<file path="src/rtl/i2c_command_queue.sv">
// i2c_command_queue: host-side command front-end for i2c_master.
//
// Buffers register read/write commands from a valid/ready host channel in a
// small circular FIFO, hands them one at a time to i2c_master, and watches
// master_busy for completion. Read results go back on a valid/ready response
// channel. Writes produce no response.
//
// Optional build macro: I2C_COMMAND_QUEUE_TIMEOUT_EN
//   Defined   - a busy-wait counter aborts a transfer after TIMEOUT_CYCLES clocks in
//               LAUNCH/WAIT_DONE and returns response_error=1 with response_data=0.
//   Undefined - transfers wait indefinitely; response_error is always 0.
//
// Ports:
//   clock, reset_n              clock (rising edge), asynchronous active-low reset
//   command_*                   host command channel (valid/ready)
//   response_*                  read result / error channel (valid/ready)
//   master_enable .. _address   drive i2c_master inputs
//   master_busy, master_miso_data  from i2c_master
//   fifo_level                  number of commands queued
//   idle                        FIFO empty and FSM in IDLE

module i2c_command_queue #(
  parameter int unsigned DATA_WIDTH     = 8,
  parameter int unsigned REGISTER_WIDTH = 8,
  parameter int unsigned ADDRESS_WIDTH  = 7,
  parameter int unsigned FIFO_DEPTH     = 4,
  parameter int unsigned TIMEOUT_CYCLES = 65535
) (
  input  logic                            clock,
  input  logic                            reset_n,
  // Host command channel
  input  logic                            command_valid,
  output logic                            command_ready,
  input  logic                            command_read_write,
  input  logic [ADDRESS_WIDTH-1:0]        command_device_address,
  input  logic [REGISTER_WIDTH-1:0]       command_register_address,
  input  logic [DATA_WIDTH-1:0]           command_data,
  // Host response channel
  output logic                            response_valid,
  input  logic                            response_ready,
  output logic [DATA_WIDTH-1:0]           response_data,
  output logic                            response_error,
  // i2c_master side
  output logic                            master_enable,
  output logic                            master_read_write,
  output logic [DATA_WIDTH-1:0]           master_mosi_data,
  output logic [REGISTER_WIDTH-1:0]       master_register_address,
  output logic [ADDRESS_WIDTH-1:0]        master_device_address,
  input  logic                            master_busy,
  input  logic [DATA_WIDTH-1:0]           master_miso_data,
  // Status
  output logic [$clog2(FIFO_DEPTH):0]     fifo_level,
  output logic                            idle
);

  localparam int unsigned PtrWidth   = $clog2(FIFO_DEPTH);
  localparam int unsigned LevelWidth = PtrWidth + 1;

  typedef struct packed {
    logic                      read_write;
    logic [ADDRESS_WIDTH-1:0]  device_address;
    logic [REGISTER_WIDTH-1:0] register_address;
    logic [DATA_WIDTH-1:0]     data;
  } command_t;

  typedef enum logic [1:0] {
    StIdle,
    StLaunch,
    StWaitDone,
    StRespond
  } state_e;

  state_e                 state_q;
  command_t               fifo_mem [FIFO_DEPTH];
  command_t               head;
  logic [PtrWidth-1:0]    wr_ptr_q;
  logic [PtrWidth-1:0]    rd_ptr_q;
  logic [LevelWidth-1:0]  level_q;
  logic                   push;
  logic                   pop;
  logic                   fifo_empty;

  // --------------------------------------------------------------------------
  // Command FIFO
  // --------------------------------------------------------------------------

  // Full blocks a push even when a pop happens in the same cycle.
  assign command_ready = (level_q != LevelWidth'(FIFO_DEPTH));
  assign fifo_empty    = (level_q == '0);
  assign push          = command_valid && command_ready;
  assign pop           = (state_q == StIdle) && !fifo_empty && !master_busy;
  assign head          = fifo_mem[rd_ptr_q];
  assign fifo_level    = level_q;
  assign idle          = fifo_empty && (state_q == StIdle);

  // Storage needs no reset: the pointers and level define what is valid.
  always_ff @(posedge clock) begin
    if (push) begin
      fifo_mem[wr_ptr_q] <= '{
        read_write:       command_read_write,
        device_address:   command_device_address,
        register_address: command_register_address,
        data:             command_data
      };
    end
  end

  // FIFO_DEPTH is a power of two, so the pointers wrap naturally.
  always_ff @(posedge clock or negedge reset_n) begin
    if (!reset_n) begin
      wr_ptr_q <= '0;
      rd_ptr_q <= '0;
      level_q  <= '0;
    end else begin
      if (push) wr_ptr_q <= wr_ptr_q + 1'b1;
      if (pop)  rd_ptr_q <= rd_ptr_q + 1'b1;
      unique case ({push, pop})
        2'b10:   level_q <= level_q + 1'b1;
        2'b01:   level_q <= level_q - 1'b1;
        default: level_q <= level_q;
      endcase
    end
  end

  // --------------------------------------------------------------------------
  // Optional busy-wait timeout
  // --------------------------------------------------------------------------

`ifdef I2C_COMMAND_QUEUE_TIMEOUT_EN
  localparam int unsigned CountWidth = $clog2(TIMEOUT_CYCLES + 1);

  logic [CountWidth-1:0] timeout_count_q;
  logic                  timeout_hit;

  // Fires on the TIMEOUT_CYCLES-th cycle spent in LAUNCH/WAIT_DONE.
  assign timeout_hit = (timeout_count_q == CountWidth'(TIMEOUT_CYCLES - 1));

  always_ff @(posedge clock or negedge reset_n) begin
    if (!reset_n) begin
      timeout_count_q <= '0;
    end else if (pop) begin
      timeout_count_q <= '0;
    end else if ((state_q == StLaunch) || (state_q == StWaitDone)) begin
      timeout_count_q <= timeout_count_q + 1'b1;
    end
  end
`endif

  // --------------------------------------------------------------------------
  // Control FSM with registered outputs
  // --------------------------------------------------------------------------

  // The pop loads the master_* holding registers on LAUNCH entry; enable follows
  // one clock later so address/data are already settled when i2c_master sees it.
  always_ff @(posedge clock or negedge reset_n) begin
    if (!reset_n) begin
      state_q                 <= StIdle;
      master_enable           <= 1'b0;
      master_read_write       <= 1'b0;
      master_mosi_data        <= '0;
      master_register_address <= '0;
      master_device_address   <= '0;
      response_valid          <= 1'b0;
      response_data           <= '0;
      response_error          <= 1'b0;
    end else begin
      unique case (state_q)
        StIdle: begin
          if (pop) begin
            master_read_write       <= head.read_write;
            master_device_address   <= head.device_address;
            master_register_address <= head.register_address;
            master_mosi_data        <= head.data;
            state_q                 <= StLaunch;
          end
        end

        StLaunch: begin
`ifdef I2C_COMMAND_QUEUE_TIMEOUT_EN
          if (timeout_hit) begin
            master_enable  <= 1'b0;
            response_data  <= '0;
            response_error <= 1'b1;
            response_valid <= 1'b1;
            state_q        <= StRespond;
          end else
`endif
          if (master_busy) begin
            master_enable <= 1'b0;
            state_q       <= StWaitDone;
          end else begin
            master_enable <= 1'b1;
          end
        end

        StWaitDone: begin
`ifdef I2C_COMMAND_QUEUE_TIMEOUT_EN
          if (timeout_hit) begin
            response_data  <= '0;
            response_error <= 1'b1;
            response_valid <= 1'b1;
            state_q        <= StRespond;
          end else
`endif
          if (!master_busy) begin
            if (master_read_write) begin
              response_data  <= master_miso_data;
              response_error <= 1'b0;
              response_valid <= 1'b1;
              state_q        <= StRespond;
            end else begin
              state_q <= StIdle;
            end
          end
        end

        StRespond: begin
          // Response fields stay frozen until the host accepts them.
          if (response_ready) begin
            response_valid <= 1'b0;
            response_error <= 1'b0;
            state_q        <= StIdle;
          end
        end

        default: state_q <= StIdle;
      endcase
    end
  end

endmodule

</file>
<file path="config.mk">
export PLATFORM = sky130hd
export DESIGN_NAME = i2c_command_queue
export DESIGN_NICKNAME = d
export VERILOG_FILES = /design/src/rtl/i2c_command_queue.sv
export SDC_FILE = /design/constraint.sdc
export NUM_CORES = 1
export LEC_CHECK = 0
export CAP_MARGIN = 30
export CORE_UTILIZATION = 51
export DETAILED_ROUTE_END_ITERATION = 6
export GPL_TIMING_DRIVEN = 0
export PLACE_DENSITY = 0.83
export SLEW_MARGIN = 40
export SYNTH_ARGS = -nofsm -noshare
export SYNTH_HDL_FRONTEND = slang
export SYNTH_SLANG_ARGS = --single-unit
</file>
<file path="constraint.sdc">
create_clock -name clock -period 3 [get_ports clock]
set_input_delay 0.45 -clock clock [delete_from_list [all_inputs] [get_ports clock]]
set_output_delay 0.45 -clock clock [all_outputs]
set_load 0.05 [all_outputs]
</file>
# Yosys cells after proc, flatten, opt, wreduce, memory -nomap -nowiden
# Memory sizes are Yosys's and may differ from the RTL's. A register that Yosys moved wholly into a read port is not among the register bits.
# Cells that the tools add are included.
# W data, S select, Z words.
# word_totals
word_cells	57
mem_count	1
mem_bits_ro	0
output_inout_bits	40
latch_bits	0
ramBits	96
reg_bits	20
# memory_table
name	words	width	read_ports	rd_ports_with_merged_regs	wr	line_no	rtl
fifo_mem	4	24	1	1	1	74	command_t fifo_mem [FIFO_DEPTH];
# classes
shift	0
mul	0
n_div	0
n_addsub	4
n_lt_le_gt_ge	0
bitwise	1
eq_ne	11
n_reduce_logical	15
mux	17
# op_table
operator	count
$mux W2	5
$ne A2 B2 Y1 const B	5
$mux W1	8
$pmux W2 S4	1
$reduce_and A4 Y1	2
$eq A2 B2 Y1 const B	3
$pmux W3 S2	1
$add A2 B1 Y2 const B	2
$eq A2 B1 Y1 const B	2
$logic_and A1 B1 Y1	4
$pmux W1 S2	2
$reduce_bool A2 Y1	2
$add A3 B1 Y3 const B	1
$logic_not A1 Y1	3
$logic_not A3 Y1	1
$ne A3 B3 Y1 const B	1
$reduce_and A3 Y1	1
$sub A3 B1 Y3 const B	1
$logic_not A2 Y1	1
$reduce_and A2 Y1	1
$not A1 Y1	1

# Depth between registers and ports, before layout
# Gate-level depths: netlist of run 1.
# depth
ltp_word	6
depth_mapped	10

# Worst setup path after synthesis of run 1
# OpenSTA, ideal clock, no wires.
# synth_timing
kind	reg2reg
start	reg level_q[2], in the netlist fifo_level[2]
end	reg level_q[2], in the netlist fifo_level[2]
t_required_ps	2918
slack_ps	336
synth_period_minus_slack_ps	2664
path_buffers	0
setup_time_ps	82
arrival_time_ps	2582
stages_incl_launch_ff	10
path_cell_list	dfrtp_1 > or3b_1 > and2_4 > inv_1 > ha_1 > inv_1 > fa_1 > xor2_1 > nor2_1 > xor2_1
# synth_lines
element	line_no	rtl
from (decl)	78	logic [LevelWidth-1:0] level_q;
from (signal assigned)	118	2'b10: level_q <= level_q + 1'b1;
from (signal assigned)	119	2'b01: level_q <= level_q - 1'b1;
from (signal assigned)	120	default: level_q <= level_q;
$ne A3 B3 Y1 *	88	assign command_ready = (level_q != LevelWidth'(FIFO_DEPTH));
net command_ready	33	output logic command_ready,
$logic_and A1 B1 Y1 *	90	assign push = command_valid && command_ready;
$eq A2 B1 Y1 or $eq A2 B2 Y1 (tied branches)	117	unique case ({push, pop})
$pmux W3 S2 or $reduce_bool A2 Y1 (tied branches)	-	
# Mark *: on every way through the listed nets, which the timed path passes. The rest lies on a longest branch.
# A chain may end at the register's enable or synchronous reset.

# Worst setup path after layout of run 1
# layout_timing
start	reg level_q[1], in the netlist fifo_level[1]
end	out idle
# layout_between
elab_chain_cells	2
# layout_rtl
element	line_no	rtl
$logic_not A3 Y1	89	assign fifo_empty = (level_q == '0);
$logic_and A1 B1 Y1	94	assign idle = fifo_empty && (state_q == StIdle);
to (decl)	53	output logic idle
# No other way between the ends.

==> results of run 1 <==
[sequential cells by signal, indices dropped and copies added (netlist names)]
signal	flops
wr_ptr_q	2
response_valid	1
master_register_address	8
fifo_mem	96
master_device_address	7
response_data	8
master_mosi_data	8
state_q	2
fifo_level	3
rd_ptr_q	2
master_read_write	1
master_enable	1
[per-layer routing]
metal | GRT usage (%) | routed length, um | up-vias
met5 | 0 | 0 | -
met4 | 8.37 | 169 | 0
met3 | 6.33 | 497 | 11
met2 | 33.3 | 5000 | 92
met1 | 23.3 | 3900 | 1392
li1 | - | - | 1185
[placed cells by master (no fill, tap or decap), drive strengths merged, types with 2 or more instances in the layout]
cell           netlist  layout
and3                 4       4
buf                  8      10
clkbuf               1      23
clkdlybuf4s50        0      74
clkinv               0       3
clkinvlp             0       4
dfrtp               43      43
edfxtp              96      96
ha                   5       5
inv                  8      10
mux2                33      33
mux4                24      24
nand2                3       3
nand3                2       2
nor2                 2       2
nor3                 2       2
o21ai                3       3
xnor2                4       4
xor2                 2       2
[cell usage after synthesis (all sizes together), types with 3 or more instances]
| cell | instances |
|---|---|
| and3 | 4 |
| dfrtp | 43 |
| buf | 8 |
| mux2 | 33 |
| edfxtp | 96 |
| mux4 | 24 |
| ha | 5 |
| o21ai | 3 |
| nand2 | 3 |
| inv | 8 |
| xnor2 | 4 |
[worst paths after layout]
| kind | to | slack (ns) | cells past startpoint |
|---|---|---|---|
| worst max-delay path | idle | 0.15 | 3 |
| worst min-delay path | master_device_address[4] | 0.39 | 2 |
| worst max register to register | fifo_level[2] | 0.74 | 10 |
| worst min register to register | fifo_level[2] | 0.50 | 1 |
| max in group asynchronous | wr_ptr_q[1] | 2.18 | 3 |
| min in group clock | fifo_level[2] | 0.50 | 1 |
[cells by family after synthesis]
logic type	count (synthesis)	share of synthesized area [%]
AOI/OAI and AO/OA	7	0.800
xor gates and xnor gates	6	0.989
and+or+nand+nor	18	2.19
DFF	139	74.5
adders and majority gates	6	1.55
buffers and inverters	17	2.35
muxes	58	17.6
other	1	0.0706
[area by class of cell]
cell class,count,area share (%)
inverters,8,0.440
repair buffers,77,11.5
plain buffers,9,1.39
well taps,133,2.44
flip-flops and latches,139,58.0
multi-input cells,96,18.1
clock buffers,22,6.78
clock inverters,10,1.34
[where the power goes]
group / total (W) / switching [W] / internal (W) / leakage (nW)
Clock: 0.00192 / 0.000756 / 0.00116 / 0.261
Combinational: 0.00308 / 0.00179 / 0.00129 / 0.839
Sequential: 0.00291 / 0.000252 / 0.00266 / 1.39
Total: 0.00791 / 0.00280 / 0.00512 / 2.49
[through the flow]
step	hold slack, ns	cell area (um2)	utilization, %	cells
2_1_floorplan	0.154	5320	-	252
3_3_place_gp	0.474	6230	62.6	460
3_5_place_dp	0.378	6260	62.9	461
4_1_cts	0.380	6830	68.6	494
5_1_grt	0.392	6830	68.6	494
6_report	0.391	6830	68.6	494
==> metrics.txt, run 1 <==
startpoint types flop; Buf+Inv Stages, Crit Path 1; final worst path period share 94.9%; TritonRoute pass-1 iters 4; Die W between 100 and 150 um; area leader, netlist edfxtp_1; Worst Path Max Fanout 4; WL/cell ~19 um; Site Rows 36; total of max-cap violations 0; hold-fix buffer count after cts 1; prevailing post-synth register cell edfxtp_1; P&R area growth vs syn 28.4%; CTS root buffer clkbuf_8; Hold Vio Cnt, Final 0; worst slew pin tran just under 0.7 ns; Post-Route WL between 9000 and 10,000 um; crit path from fifo_level[1]; register area share after synthesis roughly three quarters; I/O pin cnt 77; number of flops mapped to enable cells by yosys 96; Slowest Stage Delay on Critical Path 0.84 ns; Crit Path Class flop to output pin; leak pwr 2.49 nW; clk slew on worst S/H paths about 0.06 ns; clock latency on the worst-skew pair roughly 0.5 ns; unrepaired setup endpoints after global routing false; Synthesized Nets between 200 and 300; Final ANT Viol Nets 0; Place WS around 0.17 ns; Starting Density about 53%; CORE AREA 9950 um2; first-pass GRT wire length ~15,000 um; count of cell types in the netlist 35; power per cell area 1160 nW/um2; Cells after Synth about 250; Critical Path AT approximately 2.4 ns; slew margin rel. between 50% and 60%; Synth async-reset ratio between 30% and 40%; antenna violations before repair 0; routability cong. roughly 0.66; Avg Synthesized Cell Area between 20 and 25 um2; Tot Pwr just under 0.008 W; largest net degree at the start of global routing 25; Vias/cell 5.43; Top Family by Delay on Critical Path buffers and inverters; crit path cell chain or3_1, nor3_1, clkdlybuf4s50_1; gr usage total 19.7%; status finished, final reports clean; top cell type's share of synthesized area ~54%; final slew viol count 0; Die Y 104 um; Longest Clk Path Bufs 2; Hold WC Path Type primary input to async pin; remaining global-route overflow 0; Storage cell area roughly 4000 um2; Worst Setup Slack, final approximately 0.15 ns; fmax between 300 and 400 MHz; setup violators final 0; flops & latches, synth ~140; worst reg2reg path startpoint state_q[1]; Critical Path RT around 2.6 ns; setup_tns 0 ns; DIE AREA roughly 11,000 um2; maximum vdd ir drop between 500 and 600 uV; Ant. Diodes 0; post-DP HPWL between 5000 and 6000 um; starting DRC count in detailed routing around 140; crit end category output pin; via count around 2,700; multi-input logic area approximately 1200 um2; clk sinks between 100 and 150; TritonCTS clock tree done; fin crit period ~2.8 ns; synthesized area about 5300 um2; Clock Skew around 0.013 ns; top post-synthesis cells by area edfxtp_1 54%, dfrtp_1 20%, mux4_2 8.9%; I/O Buffers 75; Slowest cell on crit path clkdlybuf4s50_1; vias in the first global route about 2,900; # fillers approximately 630; Setup Buffers After CTS 0; # nets final slightly below 400; post-CTS sizing 0; DRC 0; htree depth 4; Syn. warnings 0; share of layout cells above drive strength 1 between 20% and 30%; Num CTS Buffers 17
Power figures use the tool's default switching activity.
==> run 2: changes to the inputs <==
--- a/config.mk
+++ b/config.mk
@@ -6,10 +6,11 @@
 export NUM_CORES = 1
 export LEC_CHECK = 0
 export CAP_MARGIN = 30
-export CORE_UTILIZATION = 51
+export CORE_MARGIN = 3
+export CORE_UTILIZATION = 54
 export DETAILED_ROUTE_END_ITERATION = 6
 export GPL_TIMING_DRIVEN = 0
-export PLACE_DENSITY = 0.83
+export PLACE_DENSITY = 0.86
 export SLEW_MARGIN = 40
 export SYNTH_ARGS = -nofsm -noshare
 export SYNTH_HDL_FRONTEND = slang
==> metrics.txt, run 2 (synthesis gave the netlist of run 1 again) <==
status finished, final reports clean; Post-Route WL 9920 um (+3.7%); Site Rows 35 (-2.8%); htree depth 4 (unchanged); Die W 105 um (+1.1%); leak pwr 2.52 nW (+1.1%); crit end category output pin; power per cell area 1180 nW/um2 (+1.8%); clock latency on the worst-skew pair 0.53 ns (+0.02 ns); I/O Buffers 75 (unchanged); Final ANT Viol Nets 0 (unchanged); setup violators final 0 (unchanged); setup_tns 0 ns (unchanged); crit path cell chain or3b_1, clkdlybuf4s50_1; maximum vdd ir drop 632 uV (+20%); Hold Vio Cnt, Final 0 (unchanged); Vias/cell 5.44 (+0.36%); remaining global-route overflow 0 (unchanged); Starting Density 56.5% (+3.1 points); final slew viol count 0 (unchanged); DIE AREA 11,100 um2 (+2.2%); fmax 384 MHz (+9.3%); Critical Path AT 2.15 ns (-0.25 ns); TritonCTS clock tree done; share of layout cells above drive strength 1 28.3% (+0.28 points); via count 2,668 (-0.45%); I/O pin cnt 77 (unchanged); Die Y 105 um (+1.1%); Critical Path RT 2.55 ns (about the same); R2R depth 10 (unchanged); unrepaired setup endpoints after global routing false; most common cell after layout, fill and taps aside edfxtp_1; first-pass GRT wire length 15,700 um (+2.0%); routability cong. 0.701 (+6.9%); clk sinks 139 (unchanged); DRC 0 (unchanged); Largest Register fifo_mem; Worst Path Max Fanout 6 (+2); Ant. Diodes 0 (unchanged); gr usage total 19.6% (-0.068 points); fin crit period 2.60 ns (-0.242 ns); slew margin rel. 55.1% (+0.65 points); total of max-cap violations 0 (unchanged); post-DP HPWL 6010 um (+4.8%); Clock Skew 0.00956 ns (-0.00300 ns); Setup Buffers After CTS 0 (unchanged); Place WS 0.0807 ns (-0.0875 ns); worst slew pin tran 0.674 ns (-0.00981 ns); startpoint types flop; Crit Path Class flop to output pin; Slowest cell on crit path clkdlybuf4s50_1; largest net degree at the start of global routing 29 (+16%); Num CTS Buffers 17 (unchanged); antenna violations before repair 0 (unchanged); WL/cell 20.2 um (+4.5%); starting DRC count in detailed routing 93 (-33%); commonest non-fill, non-tap cells in the layout 96 x edfxtp_1, 73 x clkdlybuf4s50_1, 43 x dfrtp_1, 33 x mux2_2, 21 x mux4_2; TritonRoute pass-1 iters 5 (+1); # nets final 391 (unchanged); Worst Setup Slack, final 0.396 ns (+0.242 ns); final worst path period share 86.8% (-8.1 points); clk slew on worst S/H paths 0.06 ns (about the same); Slowest Stage Delay on Critical Path 0.74 ns (-0.10 ns); # fillers 568 (-10%); P&R area growth vs syn 28.9%; max reg flops 96 (unchanged); CORE AREA 9420 um2 (-5.4%); CTS root buffer clkbuf_8; Longest Clk Path Bufs 2 (unchanged); Hold WC Path Type primary input to async pin; vias in the first global route 2,875 (+0.88%)
run 2: area by class of cell:
| type | count | area, um2 | share of cell area, % |
|---|---|---|---|
| buffer | 9 | 95.1 | 1.39 |
| clock buffer | 19 | 422 | 6.15 |
| clock inverter | 13 | 169 | 2.46 |
| inverter | 8 | 30.0 | 0.438 |
| multi-input combinational | 96 | 1240 | 18.0 |
| sequential | 139 | 3960 | 57.8 |
| tap | 129 | 161 | 2.36 |
| timing repair buffer | 77 | 781 | 11.4 |
run 2: report_power, final:
group / switching, W / internal, W / total, W / leakage, nW
combinational: 0.00180 / 0.00129 / 0.00309 / 0.854
sequential: 0.000259 / 0.00266 / 0.00292 / 1.39
clock: 0.000810 / 0.00127 / 0.00208 / 0.275
total: 0.00287 / 0.00522 / 0.00809 / 2.52
run 2: stage by stage:
step / area, um2 / hold slack [ns] / cells / utilization, % / total power, W
6_report: 6850 / 0.339 / 490 / 72.8 / 0.00809
5_1_grt: 6850 / 0.344 / 490 / 72.8 / 0.00844
4_1_cts: 6850 / 0.329 / 490 / 72.8 / 0.00816
3_5_place_dp: 6250 / 0.344 / 457 / 66.4 / 0.00605
3_3_place_gp: 6230 / 0.469 / 456 / 66.1 / 0.00594
2_1_floorplan: 5320 / 0.154 / 252 / - / 0.00507
run 2: path summary, 6_finish.rpt:
check / from / end / slack [ns]
worst max-delay path: fifo_level[0] / command_ready / 0.40
worst min-delay path: reset_n / response_data[0] / 0.34
worst max register to register: state_q[1] / fifo_level[2] / 0.64
worst min register to register: master_enable / master_enable / 0.50
max in group asynchronous: reset_n / wr_ptr_q[1] / 2.22
min in group clock: master_enable / master_enable / 0.50
run 2: critical path, delay by kind of cell, from the launching register on:
| kind | cells | cell delay (ns) |
|---|---|---|
| buffers and inverters | 1 | 0.74 |
| AND/OR/NAND/NOR | 1 | 0.46 |
| flip-flops | 1 | 0.43 |
run 2: per-layer routing:
layer	wire length (um)	GRT usage (%)
met2	5100	31.6
met5	0	0
met1	4040	24.2
met3	617	7.96
met4	164	7.12
run 2: repair_timing:
| action | CTS | global route |
|---|---|---|
| endpoints found under the hold margin | 15 | 0 |
| resized for setup | 0 | 1 |
| hold buffers | 1 | 0 |
| endpoints found under the setup margin | 0 | 1 |
